===== config.mk =====
export PLATFORM = sky130hd
export DESIGN_NAME = reg_bank_reader_flat
export DESIGN_NICKNAME = d
export VERILOG_FILES = /design/src/rtl/reg_bank_reader_pkg.sv /design/src/rtl/reg_bank_reader_if.sv /design/src/rtl/reg_bank_reader_snapshot.sv /design/src/rtl/reg_bank_reader.sv /design/src/flat_wrapper.sv
export SDC_FILE = /design/constraint.sdc
export NUM_CORES = 1
export LEC_CHECK = 0
export ABC_CLOCK_PERIOD_IN_PS = 3800
export BUFFER_PORTS_ARGS = -buffer_cell sky130_fd_sc_hd__buf_2
export CAP_MARGIN = 20
export CORE_ASPECT_RATIO = 0.7
export CORE_UTILIZATION = 45
export DETAILED_ROUTE_END_ITERATION = 8
export PLACE_DENSITY = 0.71
export SLEW_MARGIN = 40
export SYNTH_ARGS = -nofsm -noshare
export SYNTH_HDL_FRONTEND = slang
export SYNTH_HIERARCHICAL = 1
export SYNTH_SLANG_ARGS = --single-unit

===== constraint.sdc =====
create_clock -name clk -period 3.8 [get_ports clk]
set_input_delay 0.95 -clock clk [delete_from_list [all_inputs] [get_ports clk]]
set_output_delay 0.95 -clock clk [all_outputs]
set_load 0.01 [all_outputs]

===== src/rtl/reg_bank_reader_pkg.sv =====
// Shared constants for the register-bank reader: FSM encodings and stream direction.
package reg_bank_reader_pkg;

  localparam logic [1:0] ST_IDLE = 2'd0;
  localparam logic [1:0] ST_SEND = 2'd1;
  localparam logic [1:0] ST_DONE = 2'd2;

  localparam logic DIR_ASC  = 1'b0;
  localparam logic DIR_DESC = 1'b1;

endpackage


===== src/rtl/reg_bank_reader_if.sv =====
// Command, bank and valid/ready stream signals between the reader and its consumer.
interface reg_bank_reader_if #(
  parameter int unsigned N = 4,
  parameter int unsigned M = 4
);
  localparam int unsigned AW = (M > 1) ? $clog2(M) : 1;

  logic            start;
  logic            dir;
  logic [M*N-1:0]  bank_in;
  logic [N-1:0]    od;
  logic [AW-1:0]   oidx;
  logic            ov;
  logic            ordy;
  logic            busy;
  logic            done;

  // The reader is the stream source.
  modport master (
    input  start, dir, bank_in, ordy,
    output od, oidx, ov, busy, done
  );

  modport slave (
    output start, dir, bank_in, ordy,
    input  od, oidx, ov, busy, done
  );
endinterface


===== src/rtl/reg_bank_reader_snapshot.sv =====
// M enabled N-bit registers sharing one load enable, with an index-selected read mux.
module bank_snapshot #(
  parameter int unsigned N  = 4,
  parameter int unsigned M  = 4,
  parameter int unsigned AW = 2
) (
  input  logic           clk_i,
  input  logic           rst_ni,
  input  logic           load_i,
  input  logic [M*N-1:0] bank_i,
  input  logic [AW-1:0]  idx_i,
  output logic [N-1:0]   data_o
);

  logic [N-1:0] mem_q [M];

  always_ff @(posedge clk_i or negedge rst_ni) begin
    if (!rst_ni) begin
      for (int k = 0; k < int'(M); k++) mem_q[k] <= '0;
    end else if (load_i) begin
      for (int k = 0; k < int'(M); k++) mem_q[k] <= bank_i[k*N +: N];
    end
  end

  assign data_o = mem_q[idx_i];

endmodule


===== src/rtl/reg_bank_reader.sv =====
// Snapshots a packed register bank on start and streams its entries over valid/ready.
module reg_bank_reader
  import reg_bank_reader_pkg::*;
#(
  parameter int unsigned N = 4,
  parameter int unsigned M = 4
) (
  input  logic               clk,
  input  logic               rst,
  reg_bank_reader_if.master  bus
);

  localparam int unsigned AW      = (M > 1) ? $clog2(M) : 1;
  localparam logic [AW-1:0] LastIdx = AW'(M - 1);

  logic [1:0]    state_q, state_d;
  logic [AW-1:0] idx_q, idx_d;
  logic          dir_q, dir_d;
  logic          load;
  logic          is_last;
  logic [N-1:0]  snap_data;

  bank_snapshot #(
    .N  (N),
    .M  (M),
    .AW (AW)
  ) u_snapshot (
    .clk_i  (clk),
    .rst_ni (rst),
    .load_i (load),
    .bank_i (bus.bank_in),
    .idx_i  (idx_q),
    .data_o (snap_data)
  );

  assign is_last = (dir_q == DIR_DESC) ? (idx_q == '0) : (idx_q == LastIdx);

  always_comb begin
    state_d = state_q;
    idx_d   = idx_q;
    dir_d   = dir_q;
    load    = 1'b0;
    case (state_q)
      ST_IDLE: begin
        if (bus.start) begin
          load    = 1'b1;
          dir_d   = bus.dir;
          idx_d   = (bus.dir == DIR_DESC) ? LastIdx : '0;
          state_d = ST_SEND;
        end
      end
      ST_SEND: begin
        if (bus.ordy) begin
          if (is_last) begin
            state_d = ST_DONE;
          end else begin
            idx_d = (dir_q == DIR_DESC) ? idx_q - AW'(1) : idx_q + AW'(1);
          end
        end
      end
      ST_DONE: state_d = ST_IDLE;
      default: state_d = ST_IDLE;
    endcase
  end

  always_ff @(posedge clk or negedge rst) begin
    if (!rst) begin
      state_q <= ST_IDLE;
      idx_q   <= '0;
      dir_q   <= DIR_ASC;
    end else begin
      state_q <= state_d;
      idx_q   <= idx_d;
      dir_q   <= dir_d;
    end
  end

  // Outputs come straight from registered state, so ordy never reaches od combinationally.
  assign bus.od   = snap_data;
  assign bus.oidx = idx_q;
  assign bus.ov   = (state_q == ST_SEND);
  assign bus.busy = (state_q != ST_IDLE);
  assign bus.done = (state_q == ST_DONE);

endmodule

===== src/flat_wrapper.sv =====
// flat-port wrapper written by rule: the top's interface ports become plain ports
module reg_bank_reader_flat import reg_bank_reader_pkg::*;
#(
  parameter int unsigned N = 4,
  parameter int unsigned M = 4
)
  (clk, rst, bus_start, bus_dir, bus_bank_in, bus_ordy, bus_od, bus_oidx, bus_ov, bus_busy, bus_done);
  reg_bank_reader_if #(.N(N), .M(M)) bus_i ();
  input  logic clk;
  input  logic rst;
  input wire logic [$bits(bus_i.start)-1:0] bus_start;
  input wire logic [$bits(bus_i.dir)-1:0] bus_dir;
  input wire logic [$bits(bus_i.bank_in)-1:0] bus_bank_in;
  input wire logic [$bits(bus_i.ordy)-1:0] bus_ordy;
  output wire logic [$bits(bus_i.od)-1:0] bus_od;
  output wire logic [$bits(bus_i.oidx)-1:0] bus_oidx;
  output wire logic [$bits(bus_i.ov)-1:0] bus_ov;
  output wire logic [$bits(bus_i.busy)-1:0] bus_busy;
  output wire logic [$bits(bus_i.done)-1:0] bus_done;
  assign bus_i.start = bus_start;
  assign bus_i.dir = bus_dir;
  assign bus_i.bank_in = bus_bank_in;
  assign bus_i.ordy = bus_ordy;
  assign bus_od = bus_i.od;
  assign bus_oidx = bus_i.oidx;
  assign bus_ov = bus_i.ov;
  assign bus_busy = bus_i.busy;
  assign bus_done = bus_i.done;
  reg_bank_reader #(.N(N), .M(M)) u_core (.clk(clk), .rst(rst), .bus(bus_i));
endmodule

# Word-level counts from Yosys, hierarchy flattened
# Index checks and enable logic that the tools add are counted.
# W data, S select, Z words.
[word_totals]
regBits = 21
word_cells = 41
[op_classes]
add_sub_neg = 2
n_lt_le_gt_ge = 1
eq_ne = 7
muxes = 16
bitwise_logic = 1
n_reduce_logical = 7
[ops]
columns = ["cell", "count"]
rows = [
  ["$mux W2", 8],
  ["$bmux W4 S2", 1],
  ["$mux W4", 2],
  ["$pmux W2 S2", 2],
  ["$ne A2 B2 Y1 const B", 3],
  ["$eq A2 B2 Y1 const B", 2],
  ["$logic_not A2 Y1", 2],
  ["$reduce_and A4 Y1", 1],
  ["$reduce_bool A2 Y1", 2],
  ["$ge A3 B3 Y1 const B", 1],
  ["$mux W1", 3],
  ["$not A2 Y3", 1],
  ["$reduce_and A3 Y1", 1],
  ["$add A2 B1 Y2 const B", 1],
  ["$eq A2 B1 Y1 const B", 1],
  ["$ne A2 B1 Y1 const B", 1],
  ["$reduce_and A2 Y1", 1],
  ["$sub A2 B1 Y2 const B", 1],
]

# Longest topological paths before layout
[logic_depth]
word_depth = 5
depth_mapped = 4
depth_no_buf = 3

# Modules after synthesis
# Netlist, hierarchy kept.
[modules_own_cells]
columns = ["mod", "n_inst", "cells_per_inst", "area_per_inst_um2", "seq_area_each_um2"]
rows = [
  ["bank_snapshot", 1, 38, 708.2, 400.4],
  ["reg_bank_reader", 1, 30, 337.8, 125.1],
]

# Least setup slack after synthesis
# Ideal clock, no wire load.
[synth_path]
path_type = "reg-to-output"
from = "register u_core.idx_q[0] (netlist: u_core/bus.oidx[0])"
to = "output port bus_od[0]"
t_arrival_ns = 1.181
required_ns = 2.850
setup_slack_ns = 1.669
stages_incl_launch_ff = 2
path_buffers = 0
cell_sequence = "dfrtp_1 > mux4_1"
[synth_between]
elab_chain_len = 4
[synth_rtl]
columns = ["item", "line", "text"]
rows = [
  ["from (decl)", "reg_bank_reader.sv:17", "logic [AW-1:0] idx_q, idx_d;"],
  ["from (signal assigned)", "reg_bank_reader.sv:73", "idx_q <= idx_d;"],
  ["$not A2 Y3 (not written as such)", "reg_bank_reader_snapshot.sv:25", "assign data_o = mem_q[idx_i];"],
  ["$bmux W4 S2", "reg_bank_reader_snapshot.sv:25", ""],
  ["$mux W4 (not written as such) (2 in a row)", "reg_bank_reader_snapshot.sv:25", ""],
  ["to (decl)", "flat_wrapper.sv:15", "output wire logic [$bits(bus_i.od)-1:0] bus_od;"],
]
# No other way between the ends. The select of a mux whose other input is x is not followed.

# Worst setup path in the final report
# Same ends and word-level chain as after synthesis.

==> impl_metrics.tcl <==
set metrics [dict create \
    ctsResizeCount 0 \
    drt_iter0_markers 24 \
    core-area_um2 2170 \
    path_cells "mux4_1 > buf_2" \
    num_vias 663 \
    r2r_cells 3 \
    synth_cells 68 \
    power.density_nw_per_um2 794 \
    grtUsageTotal_pct 16.0 \
    io_buffers 29 \
    dp_hpwl_um 1270 \
    r2r_end "u_core/u_snapshot/mem_q[11]" \
    clk_path_buf_depth 2 \
    initial_core_util_pct 48.2 \
    r2r_setup_slack_ns 1.95 \
    grt_pass1_wl_um 2930 \
    setup_violations 0 \
    antenna_found_initial 0 \
    cts_setup_buffers 0 \
    cpMaxStageDelayCell "dfrtp_1" \
    num_rows 14 \
    synth_area_um2 1050 \
    tightest_slew_ns 0.643 \
    hold_depth 1 \
    clk_latency_ns 0.29 \
    syn_nets 89 \
    drt-pass1-iter-count 2 \
    critPathKind "reg -> out" \
    r2r_start "u_core/state_q[0]" \
    cap_violations 0 \
    dpl-instance-area_um2 1220 \
    max_slew_margin_pct 57.0 \
    clk_pin_slew_ns 0.11 \
    synth_seq_area_share_pct 50.2 \
    die_area_um2 2520 \
    cp_data_required_time_ns 2.85 \
    grt_pass1_vias 679 \
    cp_num_buf_inv 1 \
    timing.setup.tns_ns 0 \
    final_area_um2 1250 \
    die_x_um 59.6 \
    hold_end "u_core/u_snapshot/mem_q[13]" \
    grt_overflow 0 \
    critical_path.max_stage_delay_ns 0.61 \
    vias_per_cell 5.02 \
    cts-root-buf "clkbuf_4" \
    cp-end-kind "output pin" \
    post-route-min-period_ns 2.61 \
    crit_path_max_fanout 12 \
    final.setup_skew_ns 0.00536 \
    max_freq_ghz 0.383 \
    synth-seq-cells 21 \
    fillers 204 \
    layout_common_cells "29 x buf_2, 21 x dfrtp_1, 19 x mux2_2" \
    synth_cell_types 22 \
    cts_buffers 3 \
    ant_nets 0 \
    holdCritStartpoint "u_core/u_snapshot/mem_q[13]" \
    wl_per_cell_um 13.0 \
    diodes 0 \
    fin_nets 122 \
    ir_worst_vdd_mv 0.307 \
    pin_count 30 \
    htree_levels 1 \
    final_common_cell "buf_2" \
    syn_to_final_growth_pct 19.3 \
    worst_slack_ns 1.19 \
    fin_crit_sh_pct 68.7 \
    rsz0062_at_grt "no" \
    yosysWarningCount 6 \
    finalHoldViolations 0 \
    cts_tree "done" \
    die-height_um 42.3 \
    multiInputGateArea_um2 503 \
    final-max-slew-violation-count 0 \
    min_path_type "reg -> reg" \
    grt_max_degree 22 \
    place_ws_ns 1.40 \
    clock-sinks 21 \
    worstPathArrival_ns 1.66 \
    ff_latch_area_um2 526 \
    leakagePower_nw 0.573 \
    cpLargestDelayFamily "flip-flops" \
    startpoint_type "register" \
    gp_routability_congestion 0.698 \
    hold_slack_ns 0.511 \
    totalWireLength_um 1720 \
    cts_hold_buf 0 \
    drc 0 \
    status "finished, final reports clean" \
    syn_avg_cell_area_um2 15.4 \
    drive_gt1_share_pct 59.0 \
]
[report_power, final]
part / switching [mW] / internal (mW) / leakage, nW
Clock: 0.0609 / 0.0408 / 0.0150
Sequential: 0.101 / 0.335 / 0.248
Combinational: 0.152 / 0.300 / 0.310
Total: 0.315 / 0.676 / 0.573
[how the worst max path moves through the flow]
stage                            start                     endpoint  slack, ns  cells after the start
global placement             bus_start                 u_core/dir_q       1.42                      4
CTS                 u_core/bus.oidx[0]                    bus_od[0]       1.16                      2
global route        u_core/bus.oidx[0]                    bus_od[3]       1.10                      2
floorplan           u_core/bus.oidx[0]                    bus_od[0]       1.67                      1
detailed placement           bus_start  u_core/u_snapshot/mem_q[11]       1.40                      4
finish              u_core/bus.oidx[0]                    bus_od[0]       1.19                      2
[per-layer routing]
metal	wire [um]	vias to the layer above	GRT usage, %
li1	-	323	-
met2	818	18	27.9
met5	0	-	0
met1	792	320	18.8
met3	92	2	5.56
met4	12	0	4.19
[kinds of logic (layout without fill, tap and decap cells)]
logic type / after synthesis / after routing / synth area share, %
AOI/OAI and AO/OA: 5 / 5 / 4.19
buffers and inverters: 2 / 34 / 2.15
muxes: 23 / 23 / 30.5
xor gates and xnor gates: 1 / 1 / 2.27
DFF: 21 / 21 / 50.2
and+or+nand+nor: 16 / 16 / 10.6
[stage by stage]
step / std cells / utilization [%] / power, mW
6_report: 132 / 57.4 / 0.991
3_5_place_dp: 128 / 56.2 / 0.902
2_1_floorplan: 68 / - / 0.770
3_3_place_gp: 128 / 56.2 / 0.884
5_1_grt: 132 / 57.4 / 1.06
4_1_cts: 132 / 57.4 / 1.01
[cells in the mapped netlist]
cell	number	area share, %
a21oi_1	1	0.48
or3b_2	1	0.84
or2_2	2	1.2
or3b_1	1	0.84
and3_1	1	0.60
nand2_1	1	0.36
o21ai_0	1	0.48
dfrtp_1	21	50
a41oi_2	1	1.6
nand2b_1	2	1.2
buf_6	2	2.2
nor2_1	1	0.36
and2b_1	1	0.72
xor3_1	1	2.3
mux2_2	19	20
mux4_1	4	10
and2b_4	1	0.96
nand3b_1	2	1.4
nor2b_1	1	0.60
nor3b_1	1	0.72
and2b_2	1	0.84
a311oi_1	2	1.7
[final cells by class]
cell class                      count  area share [%]
Sequential cell                    21            42.1
Multi-Input combinational cell     45            40.3
Tap cell                           32            3.21
Timing Repair Buffer               30            12.2
Clock buffer                        4            2.11
[registers in the layout, summed over array words and instances, names as in the netlist]
signal                   flops
u_core/u_snapshot/mem_q     16
u_core/bus.oidx              2
u_core/state_q               2
u_core/dir_q                 1
(Power assumes the default switching activity.)
